--- src/rtl/stack_seq_if.sv ---
// ----------------------------------------------------------------------------
// stack_seq_if
// Byte-wide memory bus between the stack sequencer (master) and memory
// (slave), using a req/ack handshake.
//   oAddr    master -> slave  byte address
//   oWrData  master -> slave  write byte
//   oWr      master -> slave  write request
//   oRd      master -> slave  read request
//   iAck     slave  -> master acknowledge for the current byte
//   iRdData  slave  -> master read byte, valid while iAck is high with oRd
// ----------------------------------------------------------------------------
interface stack_seq_if #(
    parameter int DATASIZE = 8,
    parameter int ADDRSIZE = 16
);
    logic [ADDRSIZE-1:0] oAddr;
    logic [DATASIZE-1:0] oWrData;
    logic                oWr;
    logic                oRd;
    logic                iAck;
    logic [DATASIZE-1:0] iRdData;

    modport master (
        output oAddr, oWrData, oWr, oRd,
        input  iAck, iRdData
    );

    modport slave (
        input  oAddr, oWrData, oWr, oRd,
        output iAck, iRdData
    );
endinterface

--- src/rtl/stack_seq.sv ---
// ----------------------------------------------------------------------------
// stack_seq
// Stack-pointer sequencer. Owns SP and turns a word PUSH or POP request into
// two byte-wide bus cycles (high byte first on push, low byte first on pop),
// adjusting SP modulo 2^ADDRSIZE. Also loads SP directly.
//
// Ports:
//   iClk, iRst_n      clock, asynchronous active-low reset
//   iPush/iPop/iLoad  requests, sampled only in IDLE (load > push > pop)
//   iLoadVal          new SP value for a load
//   iWord             word to push, captured when the push starts
//   oWord             last popped word
//   oSP               live stack pointer
//   oBusy             high in every state except IDLE
//   oDone             one-cycle completion pulse
//   oFault            (STACK_FAULT_EN only) refused push/pop, valid with oDone
//   bus               memory bus master side (stack_seq_if.master)
//
// Build option: define STACK_FAULT_EN to refuse pushes with SP < 2 and pops
// with SP > 2^ADDRSIZE-3 instead of wrapping.
// ----------------------------------------------------------------------------
module stack_seq #(
    parameter int                  DATASIZE = 8,
    parameter int                  ADDRSIZE = 16,
    parameter logic [ADDRSIZE-1:0] SP_RESET = '0
) (
    input  logic                  iClk,
    input  logic                  iRst_n,
    input  logic                  iPush,
    input  logic                  iPop,
    input  logic                  iLoad,
    input  logic [ADDRSIZE-1:0]   iLoadVal,
    input  logic [2*DATASIZE-1:0] iWord,
    output logic [2*DATASIZE-1:0] oWord,
    output logic [ADDRSIZE-1:0]   oSP,
    output logic                  oBusy,
    output logic                  oDone,
`ifdef STACK_FAULT_EN
    output logic                  oFault,
`endif
    stack_seq_if.master           bus
);

    typedef enum logic [2:0] {
        S_IDLE,
        S_PUSH_HI,
        S_PUSH_LO,
        S_POP_LO,
        S_POP_HI,
        S_DONE
    } state_t;

`ifdef STACK_FAULT_EN
    localparam logic [ADDRSIZE-1:0] PUSH_MIN = ADDRSIZE'(2);
    localparam logic [ADDRSIZE-1:0] POP_MAX  = {ADDRSIZE{1'b1}} - ADDRSIZE'(2);
`endif

    state_t                  state_q, state_d;
    logic [ADDRSIZE-1:0]     sp_q, sp_d;
    logic [2*DATASIZE-1:0]   push_word_q, push_word_d;
    logic [DATASIZE-1:0]     pop_lo_q, pop_lo_d;
    logic [2*DATASIZE-1:0]   pop_word_q, pop_word_d;
    logic                    fault_q, fault_d;

    always_ff @(posedge iClk or negedge iRst_n) begin
        if (!iRst_n) begin
            state_q     <= S_IDLE;
            sp_q        <= SP_RESET;
            push_word_q <= '0;
            pop_lo_q    <= '0;
            pop_word_q  <= '0;
            fault_q     <= 1'b0;
        end else begin
            state_q     <= state_d;
            sp_q        <= sp_d;
            push_word_q <= push_word_d;
            pop_lo_q    <= pop_lo_d;
            pop_word_q  <= pop_word_d;
            fault_q     <= fault_d;
        end
    end

    // SP only moves on an acknowledged byte, so an abort via reset never
    // leaves a half-applied update beyond the bytes already transferred.
    always_comb begin
        state_d     = state_q;
        sp_d        = sp_q;
        push_word_d = push_word_q;
        pop_lo_d    = pop_lo_q;
        pop_word_d  = pop_word_q;
        fault_d     = 1'b0;
        case (state_q)
            S_IDLE: begin
                if (iLoad) begin
                    sp_d    = iLoadVal;
                    state_d = S_DONE;
                end else if (iPush) begin
`ifdef STACK_FAULT_EN
                    if (sp_q < PUSH_MIN) begin
                        fault_d = 1'b1;
                        state_d = S_DONE;
                    end else
`endif
                    begin
                        push_word_d = iWord;
                        state_d     = S_PUSH_HI;
                    end
                end else if (iPop) begin
`ifdef STACK_FAULT_EN
                    if (sp_q > POP_MAX) begin
                        fault_d = 1'b1;
                        state_d = S_DONE;
                    end else
`endif
                    begin
                        state_d = S_POP_LO;
                    end
                end
            end
            S_PUSH_HI: begin
                if (bus.iAck) begin
                    sp_d    = sp_q - ADDRSIZE'(1);
                    state_d = S_PUSH_LO;
                end
            end
            S_PUSH_LO: begin
                if (bus.iAck) begin
                    sp_d    = sp_q - ADDRSIZE'(1);
                    state_d = S_DONE;
                end
            end
            S_POP_LO: begin
                if (bus.iAck) begin
                    pop_lo_d = bus.iRdData;
                    sp_d     = sp_q + ADDRSIZE'(1);
                    state_d  = S_POP_HI;
                end
            end
            S_POP_HI: begin
                if (bus.iAck) begin
                    pop_word_d = {bus.iRdData, pop_lo_q};
                    sp_d       = sp_q + ADDRSIZE'(1);
                    state_d    = S_DONE;
                end
            end
            S_DONE: begin
                state_d = S_IDLE;
            end
            default: begin
                state_d = S_IDLE;
            end
        endcase
    end

    // Bus outputs decode from registered state and SP only; both hold while
    // a byte waits for iAck, keeping address and data stable.
    always_comb begin
        bus.oAddr   = '0;
        bus.oWrData = '0;
        bus.oWr     = 1'b0;
        bus.oRd     = 1'b0;
        case (state_q)
            S_PUSH_HI: begin
                bus.oAddr   = sp_q - ADDRSIZE'(1);
                bus.oWrData = push_word_q[2*DATASIZE-1:DATASIZE];
                bus.oWr     = 1'b1;
            end
            S_PUSH_LO: begin
                bus.oAddr   = sp_q - ADDRSIZE'(1);
                bus.oWrData = push_word_q[DATASIZE-1:0];
                bus.oWr     = 1'b1;
            end
            S_POP_LO, S_POP_HI: begin
                bus.oAddr = sp_q;
                bus.oRd   = 1'b1;
            end
            default: ;
        endcase
    end

    assign oWord = pop_word_q;
    assign oSP   = sp_q;
    assign oBusy = (state_q != S_IDLE);
    assign oDone = (state_q == S_DONE);
`ifdef STACK_FAULT_EN
    assign oFault = fault_q;
`endif

endmodule

--- src/flat_wrapper.sv ---
// flat-port wrapper written by rule: the top's interface ports become plain ports
module stack_seq_flat 
#(
    parameter int                  DATASIZE = 8,
    parameter int                  ADDRSIZE = 16,
    parameter logic [ADDRSIZE-1:0] SP_RESET = '0
)
  (iClk, iRst_n, iPush, iPop, iLoad, iLoadVal, iWord, oWord, oSP, oBusy, oDone, bus_oAddr, bus_oWrData, bus_oWr, bus_oRd, bus_iAck, bus_iRdData);
  stack_seq_if #(.DATASIZE(DATASIZE), .ADDRSIZE(ADDRSIZE)) bus_i ();
  input  logic iClk;
  input  logic iRst_n;
  input  logic iPush;
  input  logic iPop;
  input  logic iLoad;
  input  logic [ADDRSIZE-1:0] iLoadVal;
  input  logic [2*DATASIZE-1:0] iWord;
  output logic [2*DATASIZE-1:0] oWord;
  output logic [ADDRSIZE-1:0] oSP;
  output logic oBusy;
  output logic oDone;
  output wire logic [$bits(bus_i.oAddr)-1:0] bus_oAddr;
  output wire logic [$bits(bus_i.oWrData)-1:0] bus_oWrData;
  output wire logic [$bits(bus_i.oWr)-1:0] bus_oWr;
  output wire logic [$bits(bus_i.oRd)-1:0] bus_oRd;
  input wire logic [$bits(bus_i.iAck)-1:0] bus_iAck;
  input wire logic [$bits(bus_i.iRdData)-1:0] bus_iRdData;
  assign bus_oAddr = bus_i.oAddr;
  assign bus_oWrData = bus_i.oWrData;
  assign bus_oWr = bus_i.oWr;
  assign bus_oRd = bus_i.oRd;
  assign bus_i.iAck = bus_iAck;
  assign bus_i.iRdData = bus_iRdData;
  stack_seq #(.DATASIZE(DATASIZE), .ADDRSIZE(ADDRSIZE), .SP_RESET(SP_RESET)) u_core (.iClk(iClk), .iRst_n(iRst_n), .iPush(iPush), .iPop(iPop), .iLoad(iLoad), .iLoadVal(iLoadVal), .iWord(iWord), .oWord(oWord), .oSP(oSP), .oBusy(oBusy), .oDone(oDone), .bus(bus_i));
endmodule
--- config.mk ---
export PLATFORM = sky130hd
export DESIGN_NAME = stack_seq_flat
export DESIGN_NICKNAME = d
export VERILOG_FILES = /design/src/rtl/stack_seq_if.sv /design/src/rtl/stack_seq.sv /design/src/flat_wrapper.sv
export SDC_FILE = /design/constraint.sdc
export NUM_CORES = 1
export LEC_CHECK = 0
export CAP_MARGIN = 25
export CORE_MARGIN = 2
export CORE_UTILIZATION = 45
export DETAILED_ROUTE_END_ITERATION = 8
export GPL_TIMING_DRIVEN = 0
export PLACE_DENSITY = 0.85
export RECOVER_POWER = 50
export SLEW_MARGIN = 20
export SYNTH_ARGS = -nofsm -noshare
export SYNTH_HDL_FRONTEND = slang
export SYNTH_SLANG_ARGS = --single-unit
--- constraint.sdc ---
create_clock -name iClk -period 3 [get_ports iClk]
set_clock_uncertainty 0.15 [all_clocks]
set_input_delay 0.6 -clock iClk [delete_from_list [all_inputs] [get_ports iClk]]
set_output_delay 0.6 -clock iClk [all_outputs]
set_load 0.01 [all_outputs]
==> run metrics <==
worst hold endpoint u_core.oWord[12]$_DFFE_PN0P_; placed cell count 629; Detailed Routing Iterations Pass 1 6; post-synthesis sequential area ratio 40.0%; clk_lat worst skew 0.35 ns; CTS tree done; H-tree lvl count 3; Post-Layout Cell Count 676; antenna violations before repair 0; violated checks negative setup slack; Final GP Congestion 0.947; met2 GRT Util 45.5%; commonest non-fill, non-tap cell in the layout nand2_1; fin nets 614; gr ovfl total 0; setup slack, reg-to-reg 0.09 ns; peak supply drop 0.000587 V; Core Util, Final 69.1%; Synth async-reset ratio 100%; Rows 33; CTS max path bufs 2; DRC Markers 0; first-pass GRT wire length 19200 um; Core ar. 8090 um2; input/output buffers 104; Final min period 3.02 ns; DPL Wire Length 8020 um; vias per inst 5.92; Post-synth EDFFs 0; Netlist cell types 67; busiest layer in global routing met2; CP Data Arrival Time 2.27 ns; syn nets 467; vias in the first global route 3852; Required @ worst endpoint 2.25 ns; root buf cell clkbuf_8; wire per inst 17.9 um; Final setup viols 1; FF-to-FF End u_core.oSP[13]$_DFFE_PN0P_; initial DRC count 309; # IOs 106; cells on worst reg2reg path 14; achievable clock frequency 332 MHz; antenna-violating nets left 0; Area Overhead vs Synth 51.4%; largest net degree at the start of global routing 39; Die Width 94.6 um; die area 8950 um2; overall routing resource usage 27.5%; layout cells sized above 1 24.9%; cell count after synthesis 419; HP Start u_core.oWord[12]$_DFFE_PN0P_; Slew @ Worst Pin 1.25 ns; LEAKAGE 2.52 nW; Starting Density 45.6%; CP startpoint kind flop; critical path class reg2out; hold depth 2; crit path capture type primary output; Sinks on Clock Net 59; setup ws final -0.0159 ns; pre-CTS setup slack -0.508 ns; Yosys reg bits 59; most frequent cells in the layout nand2_1 (74), clkdlybuf4s50_1 (73), dfrtp_1 (55), buf_4 (33), nor2_1 (24); vias 4001; Post-Syn Area per Cell 8.81 um2; worst relative slew slack 16.5%; status complete, but fails checks; Slew Limit Fails 0; Die Span Y 94.6 um; Clock transition at path regs 0.08 ns; Inserted Clock Buffers 9; pwr/cell area 1200 nW/um2; met3 Use GR 5.59%; met1 usage in global routing 35.5%; worst r2r src u_core.oSP[0]$_DFFE_PN0P_; unrepaired setup endpoints after global routing yes; Syn Std Cell Area 3690 um2; Yosys warning total 0; Hold Vio Cnt, Final 0; Synth Flop Type dfrtp_1; Crit Path Max Fanout 7; min-delay worst type reg2reg; DRT Wirelength 12100 um; # diodes 0; Max Cap Viol 0; Final Cycle Share 101%
report_power, final:
part	switching [W]	total [W]	internal [W]
sequential	0.000313	0.00151	0.00120
combinational	0.00232	0.00435	0.00203
clock	0.000366	0.000839	0.000473
worst max-delay path, stage by stage, from the launching register on:
cell           delay [ns]
dfrtp_2              0.42
buf_6                0.14
or4_4                0.57
nor2_1               0.16
o21ai_0              0.11
a32o_1               0.23
dlygate4sd2_1        0.29
state kept, by name (all words and copies together), names as in the netlist:
signal	flops
u_core.oSP	16
u_core.oWord	16
u_core.pop_lo_q	8
u_core.state_q	3
u_core.push_word_q	16
how the worst max path moves through the flow:
stage	startpoint	end	slack (ns)	cells after the start
after detailed placement	u_core.oSP[0]$_DFFE_PN0P_	bus_oAddr[10]	-0.51	9
after CTS	u_core.oSP[2]$_DFFE_PN0P_	bus_oAddr[6]	-0.11	6
after global placement	iRst_n	u_core.oWord[6]$_DFFE_PN0P_	-0.79	1
after floorplan	u_core.oSP[0]$_DFFE_PN0P_	bus_oAddr[10]	0.14	8
final	u_core.oSP[0]$_DFFE_PN0P_	bus_oAddr[5]	-0.02	6
after global routing	u_core.oSP[4]$_DFFE_PN0P_	bus_oAddr[8]	-0.06	6
through the flow:
stage / setup TNS (ns) / hold WS (ns) / total power [W] / area (um2)
after detailed placement: -3.66 / 0.311 / 0.00528 / 4880
after floorplan: 0 / 0.154 / 0.00368 / 3690
after CTS: -0.291 / 0.328 / 0.00642 / 5470
after global routing: -0.254 / 0.353 / 0.00710 / 5590
final: -0.0159 / 0.327 / 0.00670 / 5590
after global placement: -49.28 / 0.292 / 0.00515 / 4860
Yosys cell counts (3+ instances only):
library cell	instances	area share [%]
a22oi_1	13	2.6
xor2_1	5	1.2
clkbuf_1	23	2.3
mux2i_1	3	0.81
buf_2	11	1.5
and3_1	5	0.85
buf_6	4	1.2
o22ai_1	3	0.51
o21ai_0	31	4.2
a22o_1	4	0.95
nand2b_1	3	0.51
nand4_1	5	0.85
a32o_1	3	0.81
a31oi_1	5	0.85
a21oi_1	18	2.4
inv_1	9	0.91
nand3_1	10	1.4
mux2_4	10	4.1
dfrtp_1	59	40
o221ai_1	3	0.71
nor2_1	27	2.7
mux2_2	14	4.3
nor3_1	14	1.9
xnor2_1	3	0.71
nand2_1	74	7.5
nor4_1	6	1.0
repair_timing:
item	4_1_cts	5_1_grt
pin swaps	13	10
resized for setup	85	44
endpoints found under the hold margin	14	0
setup endpoints to repair	27	25
buffers inserted	25	12
hold buffers	1	0
kinds of logic (layout without fill, tap and decap cells):
group / count (synthesis) / count (layout) / synth area share, %
xor gates and xnor gates: 8 / 8 / 1.90
and+or+nand+nor: 167 / 167 / 22.2
muxes: 27 / 27 / 9.15
buffers and inverters: 49 / 201 / 6.61
AOI/OAI and AO/OA: 107 / 107 / 19.5
adders and majority gates: 2 / 2 / 0.678
DFF: 59 / 59 / 40.0
layout make-up:
type | instances | area, um2
Clock inverter | 7 | 98.8
Clock buffer | 9 | 124
Fill cell | 618 | 2500
Multi-Input combinational cell | 311 | 2160
Inverter | 10 | 45.0
Tap cell | 105 | 131
Sequential cell | 59 | 1480
Buffer | 36 | 249
Timing Repair Buffer | 139 | 1300
per-layer routing:
layer | wire length (um) | share of wire [%]
met3 | 1160 | 9.6
met4 | 284 | 2.3
met2 | 5820 | 48
met1 | 4860 | 40
met5 | 0 | 0
No activity file was read; power rests on OpenSTA's default activity.
